`src/rtl/ble_auth_tx.sv`:
```
// UART 8N1 command transmitter standing in for the BLE module: sends 'g'/'s' frames
// to the Segway RX pin, with a one-deep pending slot so a mid-frame request is kept.
module ble_auth_tx #(
    parameter int unsigned BAUD_DIV = 2604
) (
    input  logic clk,
    input  logic rst_n,
    input  logic go_cmd,
    input  logic stop_cmd,
    output logic TX,
    output logic tx_busy,
    output logic tx_done
);

    localparam int unsigned CNT_W = $clog2(BAUD_DIV);
    localparam int unsigned FRM_W = 10;
    localparam int unsigned BIT_W = 4;

    localparam logic [7:0]       CHAR_G    = 8'h67;
    localparam logic [7:0]       CHAR_S    = 8'h73;
    localparam logic [CNT_W-1:0] BAUD_LAST = CNT_W'(BAUD_DIV - 1);
    localparam logic [CNT_W-1:0] BAUD_PRE  = CNT_W'(BAUD_DIV - 2);
    localparam logic [BIT_W-1:0] BIT_STOP  = BIT_W'(9);

    typedef enum logic {
        IDLE,
        XMIT
    } state_t;

    state_t             state_q,     state_nxt;
    logic [FRM_W-1:0]   shift_q,     shift_nxt;
    logic [CNT_W-1:0]   baud_q,      baud_nxt;
    logic [BIT_W-1:0]   bit_q,       bit_nxt;
    logic               pend_vld_q,  pend_vld_nxt;
    logic [7:0]         pend_byte_q, pend_byte_nxt;
    logic               busy_q,      busy_nxt;
    logic               done_q,      done_nxt;

    logic               req_vld;
    logic [7:0]         req_byte;
    logic               mrg_vld;
    logic [7:0]         mrg_byte;

    // State and datapath registers; reset forces the line idle-high immediately.
    always_ff @(posedge clk or negedge rst_n) begin
        if (!rst_n) begin
            state_q     <= IDLE;
            shift_q     <= '1;
            baud_q      <= '0;
            bit_q       <= '0;
            pend_vld_q  <= 1'b0;
            pend_byte_q <= '0;
            busy_q      <= 1'b0;
            done_q      <= 1'b0;
        end else begin
            state_q     <= state_nxt;
            shift_q     <= shift_nxt;
            baud_q      <= baud_nxt;
            bit_q       <= bit_nxt;
            pend_vld_q  <= pend_vld_nxt;
            pend_byte_q <= pend_byte_nxt;
            busy_q      <= busy_nxt;
            done_q      <= done_nxt;
        end
    end

    // Next-state, shifter, counters and pending-slot update.
    always_comb begin
        state_nxt     = state_q;
        shift_nxt     = shift_q;
        baud_nxt      = baud_q;
        bit_nxt       = bit_q;
        pend_vld_nxt  = pend_vld_q;
        pend_byte_nxt = pend_byte_q;

        req_vld  = go_cmd | stop_cmd;
        req_byte = stop_cmd ? CHAR_S : CHAR_G;

        // Latest request wins, except a waiting 's' is never replaced by a lone 'g'.
        mrg_vld  = pend_vld_q;
        mrg_byte = pend_byte_q;
        if (req_vld && !(pend_vld_q && (pend_byte_q == CHAR_S) && !stop_cmd)) begin
            mrg_vld  = 1'b1;
            mrg_byte = req_byte;
        end

        case (state_q)
            IDLE: begin
                if (req_vld) begin
                    state_nxt = XMIT;
                    shift_nxt = {1'b1, req_byte, 1'b0};
                    baud_nxt  = '0;
                    bit_nxt   = '0;
                end
            end
            XMIT: begin
                pend_vld_nxt  = mrg_vld;
                pend_byte_nxt = mrg_byte;
                if (baud_q == BAUD_LAST) begin
                    baud_nxt = '0;
                    if (bit_q == BIT_STOP) begin
                        bit_nxt      = '0;
                        pend_vld_nxt = 1'b0;
                        if (mrg_vld) begin
                            shift_nxt = {1'b1, mrg_byte, 1'b0};
                        end else begin
                            state_nxt = IDLE;
                            shift_nxt = '1;
                        end
                    end else begin
                        shift_nxt = {1'b1, shift_q[FRM_W-1:1]};
                        bit_nxt   = bit_q + BIT_W'(1);
                    end
                end else begin
                    baud_nxt = baud_q + CNT_W'(1);
                end
            end
            default: begin
                state_nxt = IDLE;
                shift_nxt = '1;
            end
        endcase

        busy_nxt = (state_nxt == XMIT);
        // Registered pulse lands on the last cycle of the stop bit.
        done_nxt = (state_q == XMIT) && (bit_q == BIT_STOP) && (baud_q == BAUD_PRE);
    end

    assign TX      = shift_q[0];
    assign tx_busy = busy_q;
    assign tx_done = done_q;

endmodule

```
`config.mk`:
```
export PLATFORM = sky130hd
export DESIGN_NAME = ble_auth_tx
export DESIGN_NICKNAME = d
export VERILOG_FILES = /design/src/rtl/ble_auth_tx.sv
export SDC_FILE = /design/constraint.sdc
export NUM_CORES = 1
export LEC_CHECK = 0
export CORE_ASPECT_RATIO = 1.1
export CORE_MARGIN = 2
export CORE_UTILIZATION = 35
export CTS_CLUSTER_SIZE = 14
export DETAILED_ROUTE_END_ITERATION = 16
export SYNTH_ARGS = -nofsm -noshare
export SYNTH_HDL_FRONTEND = slang
export SYNTH_SLANG_ARGS = --single-unit
```
`constraint.sdc`:
```
create_clock -name clk -period 4.8 [get_ports clk]
set_clock_uncertainty 0.15 [all_clocks]
set_input_delay 0.72 -clock clk [delete_from_list [all_inputs] [get_ports clk]]
set_output_delay 0.72 -clock clk [all_outputs]
set_load 0.05 [all_outputs]
```
Yosys cells after proc, flatten, opt, wreduce, memory -nomap -nowiden
Index checks and enable logic that the tools add are counted.
- $add $sub $neg: 2
- equal/unequal tests: 6
- mux-type cells: 22
- bitwise logic cells: 2
- reduce and logical (&&, ||, !) cells: 8
- operators by type and width (operator ; number):
    two-way mux 10 bit ; 3
    == test 12 bit (second input constant) ; 2
    two-way mux 12 bit ; 2
    one-hot mux 12 bit (2 select lines) ; 1
    one-hot mux 10 bit (2 select lines) ; 1
    adder 12 x 1 -> 12 bit (second input constant) ; 1
    two-way mux 4 bit ; 3
    two-way mux 9 bit ; 1
    == test 8 x 7 -> 1 bit (second input constant) ; 1
    two-way mux 8 bit ; 1
    one-hot mux 4 bit (2 select lines) ; 1
    two-way mux 1 bit ; 7
    logical AND 1 bit ; 5
    two-way mux 5 bit ; 1
    adder 4 x 1 -> 4 bit (second input constant) ; 1
    == test 4 bit (second input constant) ; 1
    logical NOT 1 bit ; 2
    inequality test 2 x 1 -> 1 bit (second input constant) ; 1
    inequality test 2 bit (second input constant) ; 1
    one-hot mux 1 bit (2 select lines) ; 1
    AND reduction 2 bit ; 1
    inverter 1 bit ; 1
    bitwise OR 1 bit ; 1
- bits in registers: 37
- output and inout bits: 3
- word-level logic and storage cells: 47

Depth between registers and ports, before layout
- word-level depth: 10
- depth in mapped cells: 7
- mapped depth without buffers: 6

Worst setup path after synthesis
OpenSTA, ideal clock, no wires.
- path type: input to register
- start: in stop_cmd
- end: reg bit_q[3]
- library setup time: 121 ps
- data arrival time: 1689 ps
- data required time: 4529 ps
- path slack: 2840 ps
- stages: 6
- cell sequence: clkbuf_1 -> nor2_1 -> nand2_1 -> nand2b_1 -> buf_4 -> a22o_1
- longest elaborated chain between the ends: 3
- RTL lines (what ; line ; RTL):
    start: declaration ; 9 ; input logic stop_cmd,
    bitwise OR 1 bit ; 76 ; req_vld = go_cmd | stop_cmd;
    inequality test 2 bit (no line) ; n/a ;
    AND reduction 2 bit (no line) ; n/a ;
    end signal: assignment ; 59 ; bit_q <= bit_nxt;
    end: declaration ; 33 ; logic [BIT_W-1:0] bit_q, bit_nxt;
No other way between the ends.
A chain may end at the register's enable or synchronous reset.

Worst setup path in the final report
- start: reg busy_q (netlist: tx_busy)
- end: out tx_busy
- RTL lines (what ; line ; RTL):
    start: declaration ; 36 ; logic busy_q, busy_nxt;
    start signal: assignment ; 62 ; busy_q <= busy_nxt;
    end: declaration ; 11 ; output logic tx_busy,
No word-level cell between the ends.

==> metrics.yaml <==
timing:
  setup_viol: 0
  final_max_slew_viol_count: 0
  max_clock_freq_ghz: 0.375
  min_period_over_period: 0.556
  fin_setup_tns_ns: 0
  hold_viol: 0
  tightest_slew_ns: 0.798
  slew_headroom: 0.468
  rsz0062_at_grt: "no"
  finalCriticalPeriod_ns: 2.67
setup_path:
  worstReg2RegEnd: "shift_q[5]$_DFFE_PN1P_"
  critPathKind: "reg -> out"
  crit_family: "buffers and inverters"
  worst-path-max-fanout: 13
  cpPeakStageDelay_ns: 0.92
  worst_ep_arrival_time_ns: 1.80
  crit_chain: "clkdlybuf4s50_1"
  required_ns: 3.93
  endpoint_kind: "output pin"
  reg2reg_slack_ns: 2.15
  slowest_stage: "clkdlybuf4s50_1"
  cp_num_buf_inv: 1
  reg2reg_from: "tx_busy$_DFF_PN0_"
  critPathLaunchType: "flip-flop"
  reg2regPathDepth: 5
final_layout:
  multi_input_area_um2: 951
  finalNetCount: 214
  nFillCells: 521
  final_cell_mix: "dfrtp_1, nand2_1, nor2_1, o21ai_0"
  antenna_cells: 0
  area.growth.synth_to_final_pct: 12.9
  drive_gt1_frac: 0.159
  regArea_um2: 912
  fin_area_mm2: 0.00218
  final_common_cell: "dfrtp_1"
drt:
  ant_nets: 0
  viasPerCell: 5.49
  drtIter0Drc: 108
  wl_per_cell_um: 15.3
  route.final.wire_length_mm: 4.30
  drcViolationCount: 0
  num_vias: 1549
  drt_pre_antenna_iters: 4
place:
  portBuffers: 6
  hpwl_mm: 2.94
  place_area_mm2: 0.00205
  gp_routability_congestion: 0.816
grt:
  grt_use_met3: 0.0331
  gr-usage-all-layers: 0.160
  grt_pass1_vias: 1554
  met2_usage: 0.271
  antenna_found_initial: 0
  grt_max_degree: 37
  overflow: 0
  grt_first_pass_wirelength_mm: 7.47
  use_met1: 0.203
  busiest_layer: "met2"
min_path:
  min_path_cells: 2
  worstHoldPathType: "reg -> reg"
  holdPathEnd: "shift_q[8]$_DFFE_PN1P_"
  worstHoldStart: "shift_q[8]$_DFFE_PN1P_"
cts:
  cts_made_buffers: 5
  ctsResizeCount: 0
  post_cts_buffers: 0
  root_buffer: "clkbuf_8"
  cts_tree: "done"
  cts_max_path_buffers: 2
  cts_hold_buffers: 0
  htree_num_levels: 2
  cts.sink_count: 36
  clkTransAtPathRegs_ns: 0.07
  clkLatencyLatePin_ns: 0.29
power_and_ir_drop:
  p_per_area_mw_per_mm2: 290
  p_leak_nw: 0.846
  ir_drop_uv: 118
logic_synthesis:
  synthDistinctLibCells: 45
  syn_inst: 200
  synth.largest_area_cell: "dfrtp_1"
  synth_edf_count: 0
  synthTopCellsByArea: "dfrtp_1, dfstp_2, nand2_1"
  synth_top_area_share: 0.350
  synth_nets: 208
  synthFlopType: "dfrtp_1"
  syn_area_per_cell_um2: 9.65
  syn_area_mm2: 0.00193
  ys_seq_area_frac: 0.472
  synth_warnings: 0
  synth.ff_latch_count: 36
  async_flop_share: 1.00
flow_run:
  maxCapViolCount: 0
floorplan:
  rows: 28
  fp.dieW_um: 74.8
  initial_core_util: 0.360
  die_h_um: 81.9
  core_area_mm2: 0.00536
  dieArea_mm2: 0.00613
  num_io_pins: 7
run_status:
  status: "finished clean"
==> per-stage QoR <==
step	hold WS [ns]	power (mW)	utilization	cells	setup WS, ns
floorplan	0.274	0.331	-	200	2.84
finish	0.350	0.632	0.407	282	2.13
global route	0.379	0.657	0.407	282	1.97
global placement	0.330	0.344	0.383	274	2.14
detailed placement	0.333	0.344	0.383	274	2.02
CTS	0.350	0.643	0.407	282	2.11
==> layer usage <==
| metal | up-vias | wire [um] |
|---|---|---|
| met5 | - | 0 |
| met4 | 0 | 44 |
| met3 | 5 | 140 |
| met2 | 28 | 2170 |
| met1 | 760 | 1950 |
| li1 | 756 | - |
==> cell type report <==
class	instances	area share
clock buffers	7	0.0442
clock inverters	1	0.0138
inverters	7	0.0121
multi-input cells	148	0.436
flip-flops and latches	36	0.418
well taps	75	0.0431
repair buffers	8	0.0321
==> report_power, final <==
part	internal, mW	switching [mW]	total, mW
logic	0.00875	0.0174	0.0262
clock network	0.183	0.111	0.294
registers	0.309	0.00253	0.311
==> cells in the mapped netlist (2+ instances only) <==
cell type  number
buf_2           3
nor3_1          3
nand2b_1        5
nor2b_1         3
nand4_1         5
o21a_1          2
o21ai_1         8
nand2_1        20
or2_2           4
o31ai_1         6
and3_1          2
ha_1            4
inv_1           7
nor4_1          5
nand3b_1        2
o31ai_2         5
dfstp_2         9
nor3b_1         2
a31oi_1         6
a21oi_1         9
nand3_1         8
dfrtp_1        27
nor2_1         13
o21ai_0        13
o22a_1          2
a22o_1          4
clkbuf_1        5
==> state kept, by name (all words and copies together), names as in the netlist <==
| signal | count |
|---|---|
| pend_vld_q | 1 |
| pend_byte_q | 8 |
| tx_busy | 1 |
| shift_q | 9 |
| tx_done | 1 |
| baud_q | 12 |
| bit_q | 4 |
==> kinds of logic (layout without fill, tap and decap cells) <==
logic type      Yosys count  count (layout)  synth area share
compound gates           64              64             0.230
fa+ha+maj                 4               4            0.0259
simple gates             80              80             0.237
buf+inv                  16              23            0.0350
flops                    36              36             0.472
==> worst max-delay path by stage <==
stage / startpoint / end / cells after the start
global route: tx_busy$_DFF_PN0_ / shift_q[5]$_DFFE_PN1P_ / 5
detailed placement: stop_cmd / shift_q[5]$_DFFE_PN1P_ / 5
finish: tx_busy$_DFF_PN0_ / tx_busy / 1
CTS: tx_busy$_DFF_PN0_ / shift_q[5]$_DFFE_PN1P_ / 5
global placement: stop_cmd / bit_q[3]$_DFFE_PN0P_ / 5
floorplan: stop_cmd / bit_q[3]$_DFFE_PN0P_ / 6
Power figures use the tool's default switching activity.
